## src/rtl/mem_pkg.sv

```systemverilog
`default_nettype none
// ============================================================================
// Module   : mem_pkg
// Brief    : Shared types and defaults for the pipeline memory stage.
// Revision : 1.0 - initial release
// ============================================================================
package mem_pkg;

    localparam int DATA_W_DEF  = 32;
    localparam int REG_W_DEF   = 4;
    localparam int TIMEOUT_DEF = 255;

    typedef enum logic [0:0] {
        MEM_IDLE   = 1'b0,
        MEM_ACCESS = 1'b1
    } mem_state_t;

    typedef struct packed {
        logic [DATA_W_DEF-1:0] data;
        logic [REG_W_DEF-1:0]  reg_dest;
        logic                  reg_wr;
    } wb_rec_t;

endpackage : mem_pkg
`default_nettype wire

```

## src/rtl/dm_handshake.sv

```systemverilog
`default_nettype none
// ============================================================================
// Module   : dm_handshake
// Brief    : Data-memory req/ack sequencer for the memory stage. Owns the
//            ACCESS state machine, the dm_* output registers and, when
//            MEM_TIMEOUT_EN is defined, the wait counter and sticky err flag.
// Revision : 1.0 - initial release
// ============================================================================
module dm_handshake
    import mem_pkg::*;
#(
    parameter int DATA_W  = DATA_W_DEF,
    parameter int TIMEOUT = TIMEOUT_DEF
) (
    input  logic              clk,
    input  logic              rst_n,
    input  logic              start,
    input  logic              start_we,
    input  logic [DATA_W-1:0] start_addr,
    input  logic [DATA_W-1:0] start_wdata,
    output logic              idle,
    output logic              done,
    output logic              done_ok,
    output logic [DATA_W-1:0] done_data,
    output logic              dm_req,
    output logic              dm_we,
    output logic [DATA_W-1:0] dm_addr,
    output logic [DATA_W-1:0] dm_wdata,
    input  logic              dm_ack,
    input  logic [DATA_W-1:0] dm_rdata,
    output logic              err
);

    mem_state_t r_state;
    logic       w_ack;
    logic       w_tmo;

    // ack only counts while a request is actually outstanding
    assign w_ack     = (r_state == MEM_ACCESS) && dm_ack;
    assign idle      = (r_state == MEM_IDLE);
    assign done      = w_ack | w_tmo;
    assign done_ok   = w_ack;
    assign done_data = (w_ack && !dm_we) ? dm_rdata : '0;

`ifdef MEM_TIMEOUT_EN
    logic [7:0] r_wait;
    logic       r_err;

    // give up once the wait counter would reach TIMEOUT on this edge
    assign w_tmo = (r_state == MEM_ACCESS) && !dm_ack && (r_wait == 8'(TIMEOUT - 1));
    assign err   = r_err;

    // wait-cycle counter and sticky timeout flag
    always_ff @(posedge clk or negedge rst_n) begin
        if (!rst_n) begin
            r_wait <= 8'd0;
            r_err  <= 1'b0;
        end else begin
            if (start && idle) begin
                r_wait <= 8'd0;
            end else if ((r_state == MEM_ACCESS) && !dm_ack) begin
                r_wait <= r_wait + 8'd1;
            end
            if (w_tmo) begin
                r_err <= 1'b1;
            end
        end
    end
`else
    logic [7:0] w_unused_timeout;

    assign w_unused_timeout = 8'(TIMEOUT);
    assign w_tmo            = 1'b0;
    assign err              = 1'b0;
`endif

    // ACCESS FSM: request fields are frozen from launch until completion
    always_ff @(posedge clk or negedge rst_n) begin
        if (!rst_n) begin
            r_state  <= MEM_IDLE;
            dm_req   <= 1'b0;
            dm_we    <= 1'b0;
            dm_addr  <= '0;
            dm_wdata <= '0;
        end else begin
            case (r_state)
                MEM_IDLE: begin
                    if (start) begin
                        r_state  <= MEM_ACCESS;
                        dm_req   <= 1'b1;
                        dm_we    <= start_we;
                        dm_addr  <= start_addr;
                        dm_wdata <= start_wdata;
                    end
                end
                MEM_ACCESS: begin
                    if (done) begin
                        r_state <= MEM_IDLE;
                        dm_req  <= 1'b0;
                    end
                end
                default: begin
                    r_state <= MEM_IDLE;
                    dm_req  <= 1'b0;
                end
            endcase
        end
    end

endmodule : dm_handshake
`default_nettype wire

```

## src/rtl/mem_stage.sv

```systemverilog
`default_nettype none
// ============================================================================
// Module   : mem_stage
// Brief    : Pipeline memory stage. Accepts execute results, runs data-memory
//            loads/stores through dm_handshake and emits one registered
//            writeback record per instruction. Optional timeout via the
//            MEM_TIMEOUT_EN macro.
// Revision : 1.0 - initial release
// ============================================================================
module mem_stage
    import mem_pkg::*;
#(
    parameter int DATA_W  = DATA_W_DEF,
    parameter int REG_W   = REG_W_DEF,
    parameter int TIMEOUT = TIMEOUT_DEF
) (
    input  logic              clk,
    input  logic              rst_n,
    input  logic              ex_valid,
    output logic              ex_ready,
    input  logic [DATA_W-1:0] mem_addr,
    input  logic [DATA_W-1:0] mem_data,
    input  logic [DATA_W-1:0] alu_out,
    input  logic [REG_W-1:0]  reg_dest_in,
    input  logic              mem_wr_in,
    input  logic              wb_sel_in,
    input  logic              reg_wr_in,
    output logic              dm_req,
    output logic              dm_we,
    output logic [DATA_W-1:0] dm_addr,
    output logic [DATA_W-1:0] dm_wdata,
    input  logic              dm_ack,
    input  logic [DATA_W-1:0] dm_rdata,
    output logic              wb_valid,
    output logic [DATA_W-1:0] wb_data,
    output logic [REG_W-1:0]  wb_reg_dest,
    output logic              wb_reg_wr,
    output logic              err
);

    logic              w_idle;
    logic              w_accept;
    logic              w_is_mem;
    logic              w_start;
    logic              w_done;
    logic              w_done_ok;
    logic [DATA_W-1:0] w_done_data;
    logic [REG_W-1:0]  r_pend_dest;
    logic              r_pend_wr;

    assign ex_ready = w_idle;
    assign w_accept = ex_valid && ex_ready;
    assign w_is_mem = mem_wr_in | wb_sel_in;
    assign w_start  = w_accept && w_is_mem;

    dm_handshake #(
        .DATA_W  (DATA_W),
        .TIMEOUT (TIMEOUT)
    ) u_dm_handshake (
        .clk         (clk),
        .rst_n       (rst_n),
        .start       (w_start),
        .start_we    (mem_wr_in),
        .start_addr  (mem_addr),
        .start_wdata (mem_data),
        .idle        (w_idle),
        .done        (w_done),
        .done_ok     (w_done_ok),
        .done_data   (w_done_data),
        .dm_req      (dm_req),
        .dm_we       (dm_we),
        .dm_addr     (dm_addr),
        .dm_wdata    (dm_wdata),
        .dm_ack      (dm_ack),
        .dm_rdata    (dm_rdata),
        .err         (err)
    );

    // destination of the in-flight memory op; stores never write registers
    always_ff @(posedge clk or negedge rst_n) begin
        if (!rst_n) begin
            r_pend_dest <= '0;
            r_pend_wr   <= 1'b0;
        end else if (w_start) begin
            r_pend_dest <= reg_dest_in;
            r_pend_wr   <= reg_wr_in & ~mem_wr_in;
        end
    end

    // writeback record: one-cycle valid pulse, fields hold between pulses
    always_ff @(posedge clk or negedge rst_n) begin
        if (!rst_n) begin
            wb_valid    <= 1'b0;
            wb_data     <= '0;
            wb_reg_dest <= '0;
            wb_reg_wr   <= 1'b0;
        end else begin
            wb_valid <= 1'b0;
            if (w_accept && !w_is_mem) begin
                wb_valid    <= 1'b1;
                wb_data     <= alu_out;
                wb_reg_dest <= reg_dest_in;
                wb_reg_wr   <= reg_wr_in;
            end else if (w_done) begin
                wb_valid    <= 1'b1;
                wb_data     <= w_done_data;
                wb_reg_dest <= r_pend_dest;
                wb_reg_wr   <= r_pend_wr & w_done_ok;
            end
        end
    end

endmodule : mem_stage
`default_nettype wire
```

## config.mk

```make
export PLATFORM = sky130hd
export DESIGN_NAME = mem_stage
export DESIGN_NICKNAME = d
export VERILOG_FILES = /design/src/rtl/mem_pkg.sv /design/src/rtl/dm_handshake.sv /design/src/rtl/mem_stage.sv
export SDC_FILE = /design/constraint.sdc
export NUM_CORES = 1
export LEC_CHECK = 0
export ABC_AREA = 1
export ABC_CLOCK_PERIOD_IN_PS = 1650
export CORE_MARGIN = 1.5
export CORE_UTILIZATION = 41
export DETAILED_ROUTE_END_ITERATION = 8
export GPL_TIMING_DRIVEN = 0
export PLACE_DENSITY = 0.77
export SLEW_MARGIN = 20
export SYNTH_ARGS = -nofsm -noshare
export SYNTH_HDL_FRONTEND = slang
export SYNTH_HIERARCHICAL = 1
export SYNTH_SLANG_ARGS = --single-unit
```

## constraint.sdc

```tcl
create_clock -name clk -period 1.65 [get_ports clk]
set_input_delay 0.2475 -clock clk [delete_from_list [all_inputs] [get_ports clk]]
set_output_delay 0.2475 -clock clk [all_outputs]
set_load 0.05 [all_outputs]
```

# After elaboration in Yosys (flattened, before gate mapping)
# Index checks and enable logic that the tools add are counted.
word_totals:
  reg_bits: 110
  inputBits: 139
  out_inout_bits: 106
  word_cells: 43
classes:
  eq_ne: 2
  muxes: 15
  bitwise_logic: 5
  reduce_logical: 10
ops:
  columns: ["cell", "n"]
  rows:
  - ["$mux W32", 3]
  - ["$mux W1", 8]
  - ["$mux W4", 2]
  - ["$logic_and A1 B1 Y1", 5]
  - ["$pmux W1 S2", 2]
  - ["$reduce_and A2 Y1", 2]
  - ["$and A1 B1 Y1", 2]
  - ["$logic_not A1 Y1", 2]
  - ["$ne A2 B1 Y1 const B", 1]
  - ["$ne A2 B2 Y1 const B", 1]
  - ["$not A1 Y1", 2]
  - ["$reduce_bool A2 Y1", 1]
  - ["$or A1 B1 Y1", 1]

# Depth between registers and ports, before layout
logic_depth:
  ltp_word: 5
  mapped_depth: 9
  depth_no_buf: 8

# Cells and area by module
# Netlist, hierarchy kept.
modules_own_cells:
  columns: ["mod", "n_inst", "cells_each", "area_per_inst_um2", "seq_area_each_um2"]
  rows:
  - ["dm_handshake", 1, 357, 2821.5, 1676.6]
  - ["mem_stage", 1, 350, 2386.0, 1076.0]

# Worst setup path before layout
# No wires, ideal clock.
synth_path:
  kind: "register to register"
  start: "register u_dm_handshake.r_state"
  end: "register u_dm_handshake.dm_addr[0]"
  setup_time_ps: 118
  t_arrival_ps: 1610
  required_ps: 1532
  setup_slack_ps: -78
  stages_incl_launch_ff: 9
  path_buffers: 2
  period_less_slack_ps: 1728
  path_cell_list: "dfrtp_1 -> inv_2 -> nand2_1 -> nor2_1 -> nand2_2 -> buf_4 -> buf_4 -> nand2_1 -> nand2_1"
synth_between:
  elab_chain_cells: 4
synth_lines:
  columns: ["item", "line_no", "text"]
  rows:
  - ["start: declaration", "dm_handshake.sv:34", "mem_state_t r_state;"]
  - ["start signal: assignment", "dm_handshake.sv:80", "r_state <= MEM_IDLE;"]
  - ["start signal: assignment", "dm_handshake.sv:89", "r_state <= MEM_ACCESS;"]
  - ["start signal: assignment", "dm_handshake.sv:98", "r_state <= MEM_IDLE;"]
  - ["$not A1 Y1 (no source line)", null, null]
  - ["via ex_ready", "mem_stage.sv:20", "output logic ex_ready,"]
  - ["$logic_and A1 B1 Y1", "mem_stage.sv:52", "assign w_accept = ex_valid && ex_ready;"]
  - ["$logic_and A1 B1 Y1", "mem_stage.sv:54", "assign w_start = w_accept && w_is_mem;"]
  - ["via w_start", "mem_stage.sv:44", "logic w_start;"]
  - ["$reduce_and A2 Y1 (no source line)", null, null]
  - ["end signal: assignment", "dm_handshake.sv:92", "dm_addr <= start_addr;"]
  - ["end: declaration", "dm_handshake.sv:27", "output logic [DATA_W-1:0] dm_addr,"]
# The timed path passes the listed nets, and every way through them passes these cells.
# A chain may end at the register's enable or synchronous reset.

# Worst setup path after layout
layout_path:
  start: "register u_dm_handshake.dm_wdata[7]"
  end: "output dm_wdata[7]"
layout_lines:
  columns: ["item", "line_no", "text"]
  rows:
  - ["start: declaration", "dm_handshake.sv:28", "output logic [DATA_W-1:0] dm_wdata,"]
  - ["start signal: assignment", "dm_handshake.sv:93", "dm_wdata <= start_wdata;"]
  - ["end: declaration", "mem_stage.sv:31", "output logic [DATA_W-1:0] dm_wdata,"]
# No word-level cell between the ends.

==> run_results.csv <==
group,metric,value,unit
die,start_util,42.6,%
synth,yosysWarnings,6,
routing,ant_nets,0,
clock_network,clock_latency,0.35,ns
critical_path,crit_path_end_kind,"output pin",
die,die-area,13400,sq um
timing,fin_crit_sh,93.3,%
clock_network,cts_buffer_depth,2,
synth,synth_top_area_share,52.9,%
timing,fin_crit,1.54,ns
synth,syn-num-nets,846,
cells_and_area,drive_above_1_share,6.91,%
status,status,"completed",
cells_and_area,antenna_cells,0,
timing,tns,0,ns
synth,avgSynthCellArea,7.37,sq um
clock_network,cts_tree,"done",
critical_path,crit_family,"buffers and inverters",
cells_and_area,utilization,66.3,%
critical_path,path_class,"register to output pin",
routing,first_pass_iters,5,
synth,syn_area,5210,sq um
critical_path,path_max_fanout,2,
critical_path,worstRegToRegCells,8,
synth,synth_cell_types,15,
cells_and_area,layout.nets,1104,
cells_and_area,final_cells,1138,
critical_path,start_kind,"register",
power_and_ir_drop,peakVddDrop,1.04,mV
clock_network,htreeDepth,3,
critical_path,crit_path_top_delay_cell,"dlygate4sd2_1",
critical_path,cp.required,1.40,ns
timing,fmax,650,MHz
routing,drtIter0Drc,208,
timing,hold_violations,0,
timing,timing.slew.headroom,61.0,%
timing,final_max_slew_viol_count,0,
placement,place_congestion,0.863,
global_routing,antenna_found_initial,0,
global_routing,grt_pass1_vias,5142,
die,die_w,116,um
routing,avgViaCountPerCell,4.55,
timing,setup_violations,0,
synth,synth_cells,707,
power_and_ir_drop,power.density,1700,nW/um^2
power_and_ir_drop,design_power_total,13700,uW
clock_network,clock-sinks,110,
critical_path,reg2reg_to,"u_dm_handshake/dm_wdata[25]$_DFFE_PN0P_",
critical_path,critical-path-max-stage-delay,0.58,ns
placement,dpl_worst_slack,-0.326,ns
routing,via_count,5177,
critical_path,critical_path.cell_chain,"dlygate4sd2_1",
power_and_ir_drop,leakage,0.00461,uW
critical_path,rrSetupSlack,0.12,ns
timing,skew,0.00482,ns
routing,drc_errors,0,
worst_hold_path,min_path_type,"primary input to register",
placement,portBuffers,243,
synth,postSynthRegisterBits,110,
die,ios,245,
worst_hold_path,hp-start,"mem_data[2]",
clock_network,cts_made_buffers,9,
synth,synth_seq_area_share,52.9,%
global_routing,grt_pass1_wl,25300,um
die,die_h,116,um
cells_and_area,syn2layout_area_growth,55.6,%
timing,tightestPinTransition,0.585,ns
timing,rsz0062_at_grt,"yes",
critical_path,critPathBufInv,1,
clock_network,path_clk_slew,0.08,ns
synth,synth_top_area_cell,"dfrtp_1",
die,rows,40,
placement,dp.cells,1119,
routing,finalWirelength,16200,um
worst_hold_path,holdPathStages,3,
die,core_area,12200,sq um
critical_path,critPathArrivalTime,1.29,ns
critical_path,r2r-start,"u_dm_handshake/r_state$_DFF_PN0_",
worst_hold_path,min_to,"u_dm_handshake/dm_wdata[2]$_DFFE_PN0P_",
global_routing,grt_overflow,0,
synth,synth.top_cells.by_area,"dfrtp_1 53%, nand2_1 26%, nand3_1 7.2%",
placement,detailed_place_hpwl,12000,um
flow_run,cap_violations,0,
global_routing,grt_max_degree,62,
timing,setup_ws,0.111,ns
routing,wl_per_cell,14.3,um
clock_network,cts-root-buf,"clkbuf_16",
global_routing,track_usage,24.7,%
[registers in the layout, indices dropped and copies added, names as in the netlist]
register and cells:
wb_reg_wr 1, u_dm_handshake/dm_wdata 32, wb_data 32, u_dm_handshake/dm_we 1, u_dm_handshake/dm_addr 32, u_dm_handshake/r_state 1, u_dm_handshake/dm_req 1, wb_valid 1
r_pend_wr 1, r_pend_dest 4, wb_reg_dest 4
[cells in the mapped netlist]
master,number
nand2_2,1
buf_4,18
nor2_1,35
buf_2,18
nand2_1,362
clkbuf_1,4
dfrtp_1,110
o21ai_0,1
inv_2,3
conb_1,1
buf_6,3
inv_1,74
nor2_2,1
a21oi_1,1
nand3_1,75
[repair_timing]
action | 4_1_cts | 5_1_grt
hold buffers | 1 | 0
endpoints found under the setup margin | 157 | 89
setup buffers | 0 | 2
gates resized for setup | 108 | 10
pin swaps | 0 | 1
endpoints found under the hold margin | 60 | 0
[power by group]
group / internal, uW / switching [uW]
Sequential: 3730 / 575
Combinational: 1920 / 5310
Clock: 1190 / 1010
Total: 6840 / 6900
[kinds of logic after synthesis]
kind of cell    count (synthesis)  synth area share (%)
simple gates                  474                  36.1
buf+inv                       120                  10.8
flops                         110                  52.9
compound gates                  2                 0.192
other cells                     1                0.0720
[how the worst max path moves through the flow]
stage / start / end / depth (start not counted)
after floorplan: u_dm_handshake/r_state$_DFF_PN0_ / u_dm_handshake/dm_addr[0]$_DFFE_PN0P_ / 8
after global placement: rst_n / u_dm_handshake/dm_wdata[18]$_DFFE_PN0P_ / 1
after detailed placement: mem_wr_in / u_dm_handshake/dm_addr[15]$_DFFE_PN0P_ / 8
after CTS: u_dm_handshake/r_state$_DFF_PN0_ / u_dm_handshake/dm_addr[15]$_DFFE_PN0P_ / 9
after global routing: u_dm_handshake/r_state$_DFF_PN0_ / wb_data[9]$_DFFE_PN0P_ / 8
final: u_dm_handshake/dm_wdata[7]$_DFFE_PN0P_ / dm_wdata[7] / 1
[cell type report]
cell class	count	area [sq um]
Inverter	77	289
Multi-Input combinational cell	477	1900
Clock buffer	10	229
Tap cell	168	210
Sequential cell	110	2750
Fill cell	1136	4110
Clock inverter	6	71.3
Timing Repair Buffer	247	2360
Buffer	43	289
[through the flow]
step	instance area [sq um]	hold WS, ns
floorplan	5210	-0.0481
global placement	7850	0.456
detailed placement	7880	0.267
CTS	8070	0.410
global route	8100	0.422
finish	8100	0.425
[placed cells by master, fill, tap and decap left out, drive strengths merged]
cell           netlist  final
clkinvlp             0      2
dlygate4sd3          0      1
clkinv               0      2
dfrtp              110    110
bufinv               0      1
o21ai                1      1
a21oi                1      1
nor2                36     36
nand3               75     75
inv                 77     78
dlygate4sd2          0    104
conb                 1      1
clkbuf               4     16
nand2              363    363
buf                 39     41
clkdlybuf4s15        0      1
clkdlybuf4s50        0    137
[per-layer routing]
layer	global-route usage (%)	part of all wire (%)	up-vias
li1	-	-	2612
met1	28.3	40	2320
met2	42.4	47	224
met3	9.73	12	21
met4	8.21	1.6	0
met5	0	0	-
Power figures use the tool's default switching activity.
